### config.mk
export PLATFORM = sky130hd
export DESIGN_NAME = clock_set_ctrl
export DESIGN_NICKNAME = d
export VERILOG_FILES = /design/src/rtl/stopwatch_clock_pkg.sv /design/src/rtl/clock_set_ctrl_cycle_timer.sv /design/src/rtl/clock_set_ctrl.sv
export SDC_FILE = /design/constraint.sdc
export NUM_CORES = 1
export LEC_CHECK = 0
export CAP_MARGIN = 20
export CORE_ASPECT_RATIO = 0.9
export CORE_MARGIN = 2
export CORE_UTILIZATION = 50
export CTS_BUF_LIST = sky130_fd_sc_hd__clkbuf_2
export CTS_CLUSTER_DIAMETER = 150
export DETAILED_ROUTE_END_ITERATION = 7
export MAX_ROUTING_LAYER = met4
export PLACE_DENSITY_LB_ADDON = 0.1
export SYNTH_ARGS = -nofsm -noshare
export SYNTH_HDL_FRONTEND = slang
export SYNTH_SLANG_ARGS = --single-unit
### constraint.sdc
create_clock -name clk -period 3.97 [get_ports clk]
set_input_delay 0.794 -clock clk [delete_from_list [all_inputs] [get_ports clk]]
set_output_delay 0.794 -clock clk [all_outputs]
set_load 0.05 [all_outputs]
### src/rtl/stopwatch_clock_pkg.sv
// -----------------------------------------------------------------------------
// stopwatch_clock_pkg
// Shared definitions for the clock path of the stopwatch/clock design:
//   - clk_set_state_t : time-setting FSM state encodings
//   - FIELD_*         : o_field codes seen by the FND controller
//   - DEF_*           : default timing constants (100 MHz system clock)
//   - field_of()      : maps an FSM state to its field code
//   - cnt_width()     : counter width for a given cycle count (never 0)
// -----------------------------------------------------------------------------
package stopwatch_clock_pkg;

  typedef enum logic [1:0] {
    ST_IDLE     = 2'b00,
    ST_SET_HOUR = 2'b01,
    ST_SET_MIN  = 2'b10,
    ST_SET_SEC  = 2'b11
  } clk_set_state_t;

  localparam logic [1:0] FIELD_NONE = 2'b00;
  localparam logic [1:0] FIELD_SEC  = 2'b01;
  localparam logic [1:0] FIELD_MIN  = 2'b10;
  localparam logic [1:0] FIELD_HOUR = 2'b11;

  localparam int unsigned DEF_BLINK_HALF_CYC   = 32'd50_000_000;
  localparam int unsigned DEF_TIMEOUT_CYC      = 32'd1_000_000_000;
  localparam int unsigned DEF_REPEAT_DELAY_CYC = 32'd50_000_000;
  localparam int unsigned DEF_REPEAT_RATE_CYC  = 32'd10_000_000;

  function automatic logic [1:0] field_of(input clk_set_state_t s);
    logic [1:0] f;
    case (s)
      ST_SET_HOUR: f = FIELD_HOUR;
      ST_SET_MIN:  f = FIELD_MIN;
      ST_SET_SEC:  f = FIELD_SEC;
      default:     f = FIELD_NONE;
    endcase
    return f;
  endfunction

  // A cycle count of 1 would give $clog2 = 0; keep at least one bit.
  function automatic int unsigned cnt_width(input int unsigned max_cyc);
    int unsigned w;
    if (max_cyc > 32'd1) begin
      w = $clog2(max_cyc);
    end else begin
      w = 32'd1;
    end
    return w;
  endfunction

endpackage

### src/rtl/clock_set_ctrl_cycle_timer.sv
// -----------------------------------------------------------------------------
// cycle_timer
// Saturating up-counter used for the blink phase, the edit inactivity timeout
// and the auto-repeat timing. Counts 0 .. MAX_CYC-1 and then holds, so it can
// never wrap into a second terminal-count event on its own.
// Ports:
//   clk, rst : clock, asynchronous active-high reset (count -> 0)
//   i_clr    : synchronous clear (wins over i_en)
//   i_en     : count enable
//   o_tc     : high while the count equals MAX_CYC-1
// -----------------------------------------------------------------------------
module cycle_timer
  import stopwatch_clock_pkg::*;
#(
  parameter int unsigned MAX_CYC = 32'd2
) (
  input  logic clk,
  input  logic rst,
  input  logic i_clr,
  input  logic i_en,
  output logic o_tc
);

  localparam int unsigned W = cnt_width(MAX_CYC);
  localparam logic [W-1:0] LAST = W'(MAX_CYC - 32'd1);

  logic [W-1:0] cnt_q;
  logic [W-1:0] cnt_d;

  // Next count: clear, count up, or hold at the terminal value.
  always_comb begin
    cnt_d = cnt_q;
    if (i_clr) begin
      cnt_d = '0;
    end else if (i_en && (cnt_q != LAST)) begin
      cnt_d = cnt_q + W'(1);
    end else begin
      cnt_d = cnt_q;
    end
  end

  // Count register.
  always_ff @(posedge clk or posedge rst) begin
    if (rst) begin
      cnt_q <= '0;
    end else begin
      cnt_q <= cnt_d;
    end
  end

  assign o_tc = (cnt_q == LAST);

endmodule

### src/rtl/clock_set_ctrl.sv
// -----------------------------------------------------------------------------
// clock_set_ctrl
// Time-setting controller between the button controller and the clock counter.
// The edit button walks IDLE -> SET_HOUR -> SET_MIN -> SET_SEC -> IDLE; the up
// button produces one increment pulse for the selected field. While editing the
// clock seconds tick is paused and the selected field blinks. An inactivity
// timeout drops back to IDLE.
//
// Optional feature: define CLOCK_SET_AUTOREPEAT_EN to enable held-button
// auto-repeat driven by i_btn_up_level. Without it that input is ignored.
//
// Ports:
//   clk, rst        : clock, asynchronous active-high reset
//   i_clock_mode    : 1 = clock display mode; 0 forces IDLE
//   i_btn_edit      : single-cycle pulse, advances the edit field
//   i_btn_up        : single-cycle pulse, increments the selected field
//   i_btn_up_level  : held level of the up button (auto-repeat only)
//   o_inc_hour/min/sec : single-cycle increment pulses (registered)
//   o_editing       : high in any SET state
//   o_field         : 00 none, 01 sec, 10 min, 11 hour
//   o_blank         : FND blanks the selected field this phase
//   o_pause         : holds the clock seconds tick (same as o_editing)
// -----------------------------------------------------------------------------
module clock_set_ctrl
  import stopwatch_clock_pkg::*;
#(
  parameter int unsigned BLINK_HALF_CYC   = DEF_BLINK_HALF_CYC,
  parameter int unsigned TIMEOUT_CYC      = DEF_TIMEOUT_CYC,
  parameter int unsigned REPEAT_DELAY_CYC = DEF_REPEAT_DELAY_CYC,
  parameter int unsigned REPEAT_RATE_CYC  = DEF_REPEAT_RATE_CYC
) (
  input  logic       clk,
  input  logic       rst,
  input  logic       i_clock_mode,
  input  logic       i_btn_edit,
  input  logic       i_btn_up,
  input  logic       i_btn_up_level,
  output logic       o_inc_hour,
  output logic       o_inc_min,
  output logic       o_inc_sec,
  output logic       o_editing,
  output logic [1:0] o_field,
  output logic       o_blank,
  output logic       o_pause
);

  clk_set_state_t state_q;
  clk_set_state_t state_d;

  logic       inc_hour_q, inc_hour_d;
  logic       inc_min_q,  inc_min_d;
  logic       inc_sec_q,  inc_sec_d;
  logic       editing_q,  editing_d;
  logic [1:0] field_q,    field_d;
  logic       blank_q,    blank_d;
  logic       pause_q,    pause_d;

  logic in_set_s;
  logic up_acc_s;      // up pulse that actually produces an increment
  logic rep_fire_s;    // auto-repeat increment this cycle
  logic activity_s;    // any button activity that holds off the timeout
  logic restart_s;     // blink phase restarts at visible
  logic tmo_tc_s;
  logic tmo_clr_s;
  logic blink_tc_s;
  logic blink_clr_s;

  // Qualified button events; edit has priority over up in the same cycle.
  always_comb begin
    in_set_s   = (state_q != ST_IDLE);
    up_acc_s   = in_set_s && i_clock_mode && !i_btn_edit && i_btn_up;
    activity_s = i_btn_edit || i_btn_up || rep_fire_s;
  end

  // Next-state logic: mode exit, then edit sequencing, then timeout.
  always_comb begin
    state_d = state_q;
    if (!i_clock_mode) begin
      state_d = ST_IDLE;
    end else if (i_btn_edit) begin
      case (state_q)
        ST_IDLE:     state_d = ST_SET_HOUR;
        ST_SET_HOUR: state_d = ST_SET_MIN;
        ST_SET_MIN:  state_d = ST_SET_SEC;
        ST_SET_SEC:  state_d = ST_IDLE;
        default:     state_d = ST_IDLE;
      endcase
    end else if (in_set_s && tmo_tc_s && !activity_s) begin
      state_d = ST_IDLE;
    end else begin
      state_d = state_q;
    end
  end

  // Counter control. Both counters sit at 0 in IDLE and restart on any field
  // change; the blink counter also restarts on its own terminal count so the
  // half-period repeats.
  always_comb begin
    restart_s   = (state_d == ST_IDLE) || (state_d != state_q) ||
                  up_acc_s || rep_fire_s;
    tmo_clr_s   = (state_d == ST_IDLE) || (state_d != state_q) || activity_s;
    blink_clr_s = restart_s || blink_tc_s;
  end

  // Registered output values.
  always_comb begin
    inc_hour_d = 1'b0;
    inc_min_d  = 1'b0;
    inc_sec_d  = 1'b0;
    if (up_acc_s || rep_fire_s) begin
      case (state_q)
        ST_SET_HOUR: inc_hour_d = 1'b1;
        ST_SET_MIN:  inc_min_d  = 1'b1;
        ST_SET_SEC:  inc_sec_d  = 1'b1;
        default: begin
          inc_hour_d = 1'b0;
          inc_min_d  = 1'b0;
          inc_sec_d  = 1'b0;
        end
      endcase
    end else begin
      inc_hour_d = 1'b0;
      inc_min_d  = 1'b0;
      inc_sec_d  = 1'b0;
    end

    editing_d = (state_d != ST_IDLE);
    pause_d   = (state_d != ST_IDLE);
    field_d   = field_of(state_d);

    if (restart_s) begin
      blank_d = 1'b0;
    end else if (blink_tc_s) begin
      blank_d = !blank_q;
    end else begin
      blank_d = blank_q;
    end
  end

  // State and output registers.
  always_ff @(posedge clk or posedge rst) begin
    if (rst) begin
      state_q    <= ST_IDLE;
      inc_hour_q <= 1'b0;
      inc_min_q  <= 1'b0;
      inc_sec_q  <= 1'b0;
      editing_q  <= 1'b0;
      field_q    <= FIELD_NONE;
      blank_q    <= 1'b0;
      pause_q    <= 1'b0;
    end else begin
      state_q    <= state_d;
      inc_hour_q <= inc_hour_d;
      inc_min_q  <= inc_min_d;
      inc_sec_q  <= inc_sec_d;
      editing_q  <= editing_d;
      field_q    <= field_d;
      blank_q    <= blank_d;
      pause_q    <= pause_d;
    end
  end

  cycle_timer #(.MAX_CYC(TIMEOUT_CYC)) u_tmo_timer (
    .clk   (clk),
    .rst   (rst),
    .i_clr (tmo_clr_s),
    .i_en  (in_set_s),
    .o_tc  (tmo_tc_s)
  );

  cycle_timer #(.MAX_CYC(BLINK_HALF_CYC)) u_blink_timer (
    .clk   (clk),
    .rst   (rst),
    .i_clr (blink_clr_s),
    .i_en  (1'b1),
    .o_tc  (blink_tc_s)
  );

`ifdef CLOCK_SET_AUTOREPEAT_EN
  // Auto-repeat: rep_arm_q is set by an accepted up pulse and held while the
  // level stays high; rep_fast_q marks that the initial delay has elapsed and
  // the faster repeat period applies.
  logic rep_arm_q,  rep_arm_d;
  logic rep_fast_q, rep_fast_d;
  logic rep_dly_tc_s;
  logic rep_dly_clr_s;
  logic rep_rate_tc_s;
  logic rep_rate_clr_s;

  // A repeat is only allowed where a fresh up pulse would also be accepted.
  assign rep_fire_s = rep_arm_q && i_btn_up_level && in_set_s && i_clock_mode &&
                      !i_btn_edit && !i_btn_up &&
                      ((!rep_fast_q && rep_dly_tc_s) || (rep_fast_q && rep_rate_tc_s));

  // Repeat arming and phase.
  always_comb begin
    if ((state_d == ST_IDLE) || !i_clock_mode || i_btn_edit) begin
      rep_arm_d = 1'b0;
    end else if (up_acc_s) begin
      rep_arm_d = 1'b1;
    end else if (!i_btn_up_level) begin
      rep_arm_d = 1'b0;
    end else begin
      rep_arm_d = rep_arm_q;
    end

    if (!rep_arm_d || up_acc_s) begin
      rep_fast_d = 1'b0;
    end else if (rep_fire_s) begin
      rep_fast_d = 1'b1;
    end else begin
      rep_fast_d = rep_fast_q;
    end

    rep_dly_clr_s  = !rep_arm_q || rep_fast_q || up_acc_s;
    rep_rate_clr_s = !rep_fast_q || rep_fire_s;
  end

  // Repeat control registers.
  always_ff @(posedge clk or posedge rst) begin
    if (rst) begin
      rep_arm_q  <= 1'b0;
      rep_fast_q <= 1'b0;
    end else begin
      rep_arm_q  <= rep_arm_d;
      rep_fast_q <= rep_fast_d;
    end
  end

  cycle_timer #(.MAX_CYC(REPEAT_DELAY_CYC)) u_rep_dly_timer (
    .clk   (clk),
    .rst   (rst),
    .i_clr (rep_dly_clr_s),
    .i_en  (i_btn_up_level),
    .o_tc  (rep_dly_tc_s)
  );

  cycle_timer #(.MAX_CYC(REPEAT_RATE_CYC)) u_rep_rate_timer (
    .clk   (clk),
    .rst   (rst),
    .i_clr (rep_rate_clr_s),
    .i_en  (1'b1),
    .o_tc  (rep_rate_tc_s)
  );
`else
  // Without auto-repeat the held level has no function.
  logic unused_up_level_s;
  assign unused_up_level_s = i_btn_up_level;
  assign rep_fire_s        = 1'b0;
`endif

  assign o_inc_hour = inc_hour_q;
  assign o_inc_min  = inc_min_q;
  assign o_inc_sec  = inc_sec_q;
  assign o_editing  = editing_q;
  assign o_field    = field_q;
  assign o_blank    = blank_q;
  assign o_pause    = pause_q;

endmodule
After elaboration in Yosys (flattened, before gate mapping)
Cells that the tools add are included.
{"block": "totals", "register_bits": 65, "output_inout_bits": 8}
{"block": "classes", "n_addsub": 2, "eq_ne": 11, "reduce_logical": 21, "muxes": 17}
{"op": "two-way mux 30 bit", "n": 2}
{"op": "two-way mux 26 bit", "n": 2}
{"op": "adder 30 x 1 -> 30 bit (second input constant)", "n": 1}
{"op": "== test 30 bit (second input constant)", "n": 1}
{"op": "inequality test 30 bit (second input constant)", "n": 1}
{"op": "adder 26 x 1 -> 26 bit (second input constant)", "n": 1}
{"op": "== test 26 bit (second input constant)", "n": 1}
{"op": "inequality test 26 bit (second input constant)", "n": 1}
{"op": "nonzero test 2 bit", "n": 5}
{"op": "== test 2 bit (second input constant)", "n": 4}
{"op": "two-way mux 1 bit", "n": 8}
{"op": "one-hot mux 2 bit (4 select lines)", "n": 1}
{"op": "logical AND 1 bit", "n": 6}
{"op": "two-way mux 2 bit", "n": 3}
{"op": "one-hot mux 2 bit (3 select lines)", "n": 1}
{"op": "logical OR 1 bit", "n": 5}
{"op": "== test 2 x 1 -> 1 bit (second input constant)", "n": 2}
{"op": "logical NOT 2 bit", "n": 2}
{"op": "logical NOT 1 bit", "n": 3}
{"op": "inequality test 2 bit", "n": 1}

Logic depth before layout (Yosys ltp)
{"block": "depth", "depth_word": 11, "mapped_depth": 12, "mapped_depth_nobuf": 10}

Hierarchy
A second synthesis with hierarchy kept.
{"block": "hier_totals", "cells_unflattened": 363, "hier_area_um2": 3633.5}
{"mod": "cycle_timer at u_tmo_timer", "area_per_inst_um2": 1690.4, "seq_area_each_um2": 750.7, "n_inst": 1, "cells_each": 167}
{"mod": "cycle_timer at u_blink_timer", "area_per_inst_um2": 1410.1, "seq_area_each_um2": 650.6, "n_inst": 1, "cells_each": 145}
{"mod": "clock_set_ctrl", "area_per_inst_um2": 533.0, "seq_area_each_um2": 225.2, "n_inst": 1, "cells_each": 51}

Least setup slack after synthesis
Ideal clock, no wire load.
{"block": "synth_timing", "path_type": "register to register", "start": "register u_tmo_timer.cnt_q[0]", "end": "register u_blink_timer.cnt_q[14]", "setup_ns": 0.072, "period_less_slack_ns": 2.703, "arrival_time_ns": 2.631, "stages_incl_launch_ff": 13, "slack_ns": 1.267, "required_time_ns": 3.898, "path_cell_list": "dfrtp_1 > ha_1 > nand3_1 > nor4_1 > and2_0 > clkbuf_2 > a21oi_1 > a32oi_1 > ha_1 > a2111oi_2 > o311ai_4 > buf_6 > nor2_1"}
{"block": "synth_via", "elab_chain_cells": 11}
{"item": "start: declaration", "line_no": "clock_set_ctrl_cycle_timer.sv:27", "rtl": "logic [W-1:0] cnt_q;"}
{"item": "start signal: assignment", "line_no": "clock_set_ctrl_cycle_timer.sv:47", "rtl": "cnt_q <= cnt_d;"}
{"item": "== test 30 bit (*)", "line_no": "clock_set_ctrl_cycle_timer.sv:51", "rtl": "assign o_tc = (cnt_q == LAST);"}
{"item": "logical AND 1 bit (*) (2 in a row)", "line_no": "clock_set_ctrl.sv:88", "rtl": "end else if (in_set_s && tmo_tc_s && !activity_s) begin"}
{"item": "two-way mux 2 bit (*)", "line_no": "clock_set_ctrl.sv:88"}
{"item": "two-way mux 2 bit (*)", "line_no": "clock_set_ctrl.sv:80", "rtl": "end else if (i_btn_edit) begin"}
{"item": "two-way mux 2 bit (*)", "line_no": "clock_set_ctrl.sv:78", "rtl": "if (!i_clock_mode) begin"}
{"item": "inequality test 2 bit / logical NOT 2 bit (equally long branches)", "line_no": "clock_set_ctrl.sv:99", "rtl": "restart_s = (state_d == ST_IDLE) || (state_d != state_q) ||"}
{"item": "logical OR 1 bit (*) (2 in a row)", "line_no": "clock_set_ctrl.sv:99"}
{"item": "logical OR 1 bit (*)", "line_no": "clock_set_ctrl.sv:102", "rtl": "blink_clr_s = restart_s || blink_tc_s;"}
{"item": "two-way mux 26 bit / nonzero test 2 bit (equally long branches)"}
{"item": "end signal: assignment", "line_no": "clock_set_ctrl_cycle_timer.sv:47"}
{"item": "end: declaration", "line_no": "clock_set_ctrl_cycle_timer.sv:27"}
Every way passes the cells marked *; elsewhere a longest branch is shown, timed or not.
A chain may end at the register's enable or synchronous reset.

Final worst setup path
{"block": "layout_timing", "start": "register u_tmo_timer.cnt_q[0]", "end": "register u_tmo_timer.cnt_q[4]"}
{"block": "layout_via", "elab_chain_cells": 10}
{"item": "== test 30 bit", "line_no": "clock_set_ctrl_cycle_timer.sv:51"}
{"item": "logical AND 1 bit (2 in a row)", "line_no": "clock_set_ctrl.sv:88"}
{"item": "two-way mux 2 bit", "line_no": "clock_set_ctrl.sv:88"}
{"item": "two-way mux 2 bit", "line_no": "clock_set_ctrl.sv:80"}
{"item": "two-way mux 2 bit", "line_no": "clock_set_ctrl.sv:78"}
{"item": "inequality test 2 bit / logical NOT 2 bit (equally long branches)", "line_no": "clock_set_ctrl.sv:101", "rtl": "tmo_clr_s = (state_d == ST_IDLE) || (state_d != state_q) || activity_s;"}
{"item": "logical OR 1 bit (2 in a row)", "line_no": "clock_set_ctrl.sv:101"}
{"item": "two-way mux 30 bit / nonzero test 2 bit (equally long branches)"}
Parallel ways exist; a longest one is shown, timed or not. The select of a mux whose other input is x is not followed.

==> results.toml <==
[die]
fp.dieH_um = 82.33
floorplan_core_area_um2 = 6586
die_w_um = 91.03
initial_utilization_pct = 51.75
fp-row-count = 28
design.die.area_um2 = 7494
boundaryPins = 14

[detailed_routing]
post_drt_via_cell_ratio = 5.607
post_drt_wl_per_cell_um = 14.70
dr_drc_count = 0
drtPass1Iterations = 4
route.antenna.remaining_nets = 0
vias = 2568
initialDrtViolationCount = 100
wirelength_routed_mm = 6.733

[hold_path]
hold_path.class = "register to register"
whs_path_depth = 1
launch_point_of_the_worst_hold_path = "u_blink_timer.cnt_q[0]"
hold-path-endpoint = "u_blink_timer.cnt_q[0]"

[final_layout]
nFillCells = 643
synthToLayoutAreaGrowth_pct = 8.187
commonest_non_fill_non_tap_cells_in_the_layout = "dfrtp_1 (64), nor2_1 (61), xor2_1 (28)"
insertedDiodeCount = 0
final_design_area_no_fill_um2 = 3687
layout.cells.most_common = "dfrtp_1"
utilization_pct = 55.98
post_route_cells_drive_above_1_share_pct = 8.967
nets = 377

[clock_network]
clk_root_buffer_cell = "clkbuf_2"
cts-hold-fix-buffers = 0
clockBufferDepth = 2
tritoncts = "yes"
insertion_delay_ns = 0.50
cts.sink_count = 64
ctsResizeCount = 0
post-cts-setup-buffer-count = 0
cts_buffer_count = 9
htreeDepth = 3
cts.clk_slew.worst_paths_ns = 0.17

[timing]
max-slew-margin-rel_pct = 49.65
fin_skew_ns = 0.02216
finalHoldViolations = 0
total_negative_slack_for_setup_checks_ns = 0
rsz_0062_raised_after_global_routing = "no"
finalHoldWorstSlack_ns = 0.5085
report.final.slew_viol_count = 0
layout_worst_path_cycle_share_pct = 85.99
timing.final.crit_period_ns = 3.414
worstMarginPinSlew_ns = 0.7535
achievable-frequency_ghz = 0.2929
final-setup-viol-count = 0

[logic_synthesis]
syn-mean-instance-area_um2 = 9.794
synth_cell_type_count = 50
synth-async-reset-ratio_pct = 100.0
syn-cell-area_um2 = 3408
synth-edff-count = 0
synth_top_flop_cell = "dfrtp_1"
ys_ff_latch = 64
synthesis.nets = 361
seq_area_frac_synth_pct = 46.99
synthesis.yosys.warnings = 0
synthesis.instances = 348

[outcome]
outcome = "finished, final reports clean"

[setup_path]
cp-start-kind = "register"
ff2ff_path_depth = 11
cp-end-kind = "register"
worst-r2r-setup-slack_ns = 0.56
critical_path_peak_fanout = 17
crit-reg2reg-launch = "u_tmo_timer.cnt_q[0]"
crit_type = "register to register"
critical_register_to_register_path_endpoint = "u_tmo_timer.cnt_q[4]"
worstPathArrival_ns = 3.80
timing.critical_path.required_ns = 4.35

[global_route]
grt-ovfl-total = 0
grt_use_total_pct = 20.51
grt_max_degree = 34
grt_first_pass_wirelength_mm = 11.76
number_of_global_route_vias_before_repair = 2490
initial_antenna_violation_count = 0

[placement]
place.port_buffers = 12
detailed_place.area_um2 = 3612
dp_hpwl_mm = 4.655
place.gp.congestion = 0.7583

[power]
power.ir.vdd_worst_uv = 181.0
power.leakage_nw = 1.484
powerDensity_nw_per_um2 = 301.7

[flow_run]
number_of_maximum_capacitance_violations = 0
[metrics by stage]
| step | instances | power [mW] | worst slack [ns] |
|---|---|---|---|
| 6_report | 458 | 1.112 | 0.5562 |
| 5_1_grt | 458 | 1.166 | 0.2765 |
| 4_1_cts | 458 | 1.128 | 0.5129 |
| 3_5_place_dp | 443 | 0.8137 | 0.5533 |
| 3_3_place_gp | 443 | 0.8127 | 0.6472 |
| 2_1_floorplan | 348 | 0.7778 | 1.267 |
[where the power goes]
| group | leakage [nW] | total (mW) | internal (mW) | switching (mW) |
|---|---|---|---|---|
| registers | 0.890 | 0.668 | 0.660 | 0.00792 |
| logic | 0.532 | 0.131 | 0.0404 | 0.0908 |
| clock network | 0.0621 | 0.313 | 0.0920 | 0.221 |
| total | 1.48 | 1.11 | 0.793 | 0.320 |
[sequential cells by signal, indices dropped and copies added, names as in the netlist]
register             cells
o_blank                  1
o_field                  1
o_inc_hour               1
o_inc_min                1
o_inc_sec                1
o_pause                  1
state_q                  2
u_blink_timer.cnt_q     26
u_tmo_timer.cnt_q       30
[kinds of logic (layout without fill, tap and decap cells)]
family,after synthesis,after routing,share of synthesized area (%)
simple gates,179,179,28.49
flops,64,64,46.99
mux,1,1,0.2937
xor+xnor,47,47,12.08
fa+ha+maj,7,7,2.570
compound gates,30,30,6.755
buf+inv,20,40,2.826
[worst max-delay path by stage]
stage	start	endpoint	slack, ns	cells after the start
final	u_tmo_timer.cnt_q[0]	u_tmo_timer.cnt_q[4]	0.56	11
after global routing	u_tmo_timer.cnt_q[0]	u_tmo_timer.cnt_q[23]	0.28	11
after global placement	u_tmo_timer.cnt_q[0]	u_tmo_timer.cnt_q[4]	0.65	11
after detailed placement	u_tmo_timer.cnt_q[0]	u_tmo_timer.cnt_q[4]	0.55	11
after CTS	u_tmo_timer.cnt_q[0]	u_tmo_timer.cnt_q[4]	0.51	11
after floorplan	u_tmo_timer.cnt_q[0]	u_blink_timer.cnt_q[14]	1.27	12
[per-layer routing]
metal	vias to the layer above	GRT usage, %	routed length [um]
met1	1265	24.91	3247
met4	0	6.061	44
met5	-	-	0
met3	6	6.897	257
li1	1260	-	-
met2	37	33.11	3183
[worst max-delay path, cell delays in order, from the launching register on]
cell	delay (ns)
dfrtp_1	0.43
ha_1	0.21
nand3_1	0.24
nor4_1	0.62
and2_0	0.50
a21oi_1	0.22
a32oi_1	0.22
ha_1	0.26
nor4_1	0.08
nand2_1	0.19
buf_4	0.27
a311oi_1	0.07
[synthesized netlist by cell type (2+ instances only)]
cell | number | share of area (%)
nor4_1 | 7 | 1.3
a21bo_2 | 2 | 0.59
nor2b_1 | 2 | 0.37
ha_1 | 7 | 2.6
nand4b_1 | 2 | 0.51
a311oi_1 | 2 | 0.51
o21ai_0 | 2 | 0.29
clkbuf_1 | 4 | 0.44
nor3_1 | 10 | 1.5
a21oi_1 | 12 | 1.8
and2_1 | 5 | 0.92
buf_4 | 2 | 0.44
or4_1 | 3 | 0.66
nand2b_1 | 2 | 0.37
and3_1 | 10 | 1.8
nand3_1 | 23 | 3.4
dfrtp_1 | 64 | 47
nand3b_1 | 3 | 0.66
and4_1 | 5 | 1.3
nand2_1 | 18 | 2.0
or3_1 | 2 | 0.37
buf_2 | 4 | 0.59
inv_1 | 8 | 0.88
o31ai_1 | 3 | 0.66
nand4_1 | 15 | 2.8
xnor2_1 | 19 | 4.9
xor2_1 | 28 | 7.2
nor4_4 | 2 | 1.2
nor2_1 | 61 | 6.7
[final cells by class]
class | count | area, um2 | area share [%]
clock inverters | 1 | 5.005 | 0.1357
repair buffers | 17 | 157.7 | 4.276
multi-input cells | 264 | 1710 | 46.39
inverters | 8 | 30.03 | 0.8144
flip-flops and latches | 64 | 1602 | 43.43
well taps | 90 | 112.6 | 3.054
clock buffers | 14 | 70.07 | 1.900
Power figures use the tool's default switching activity.
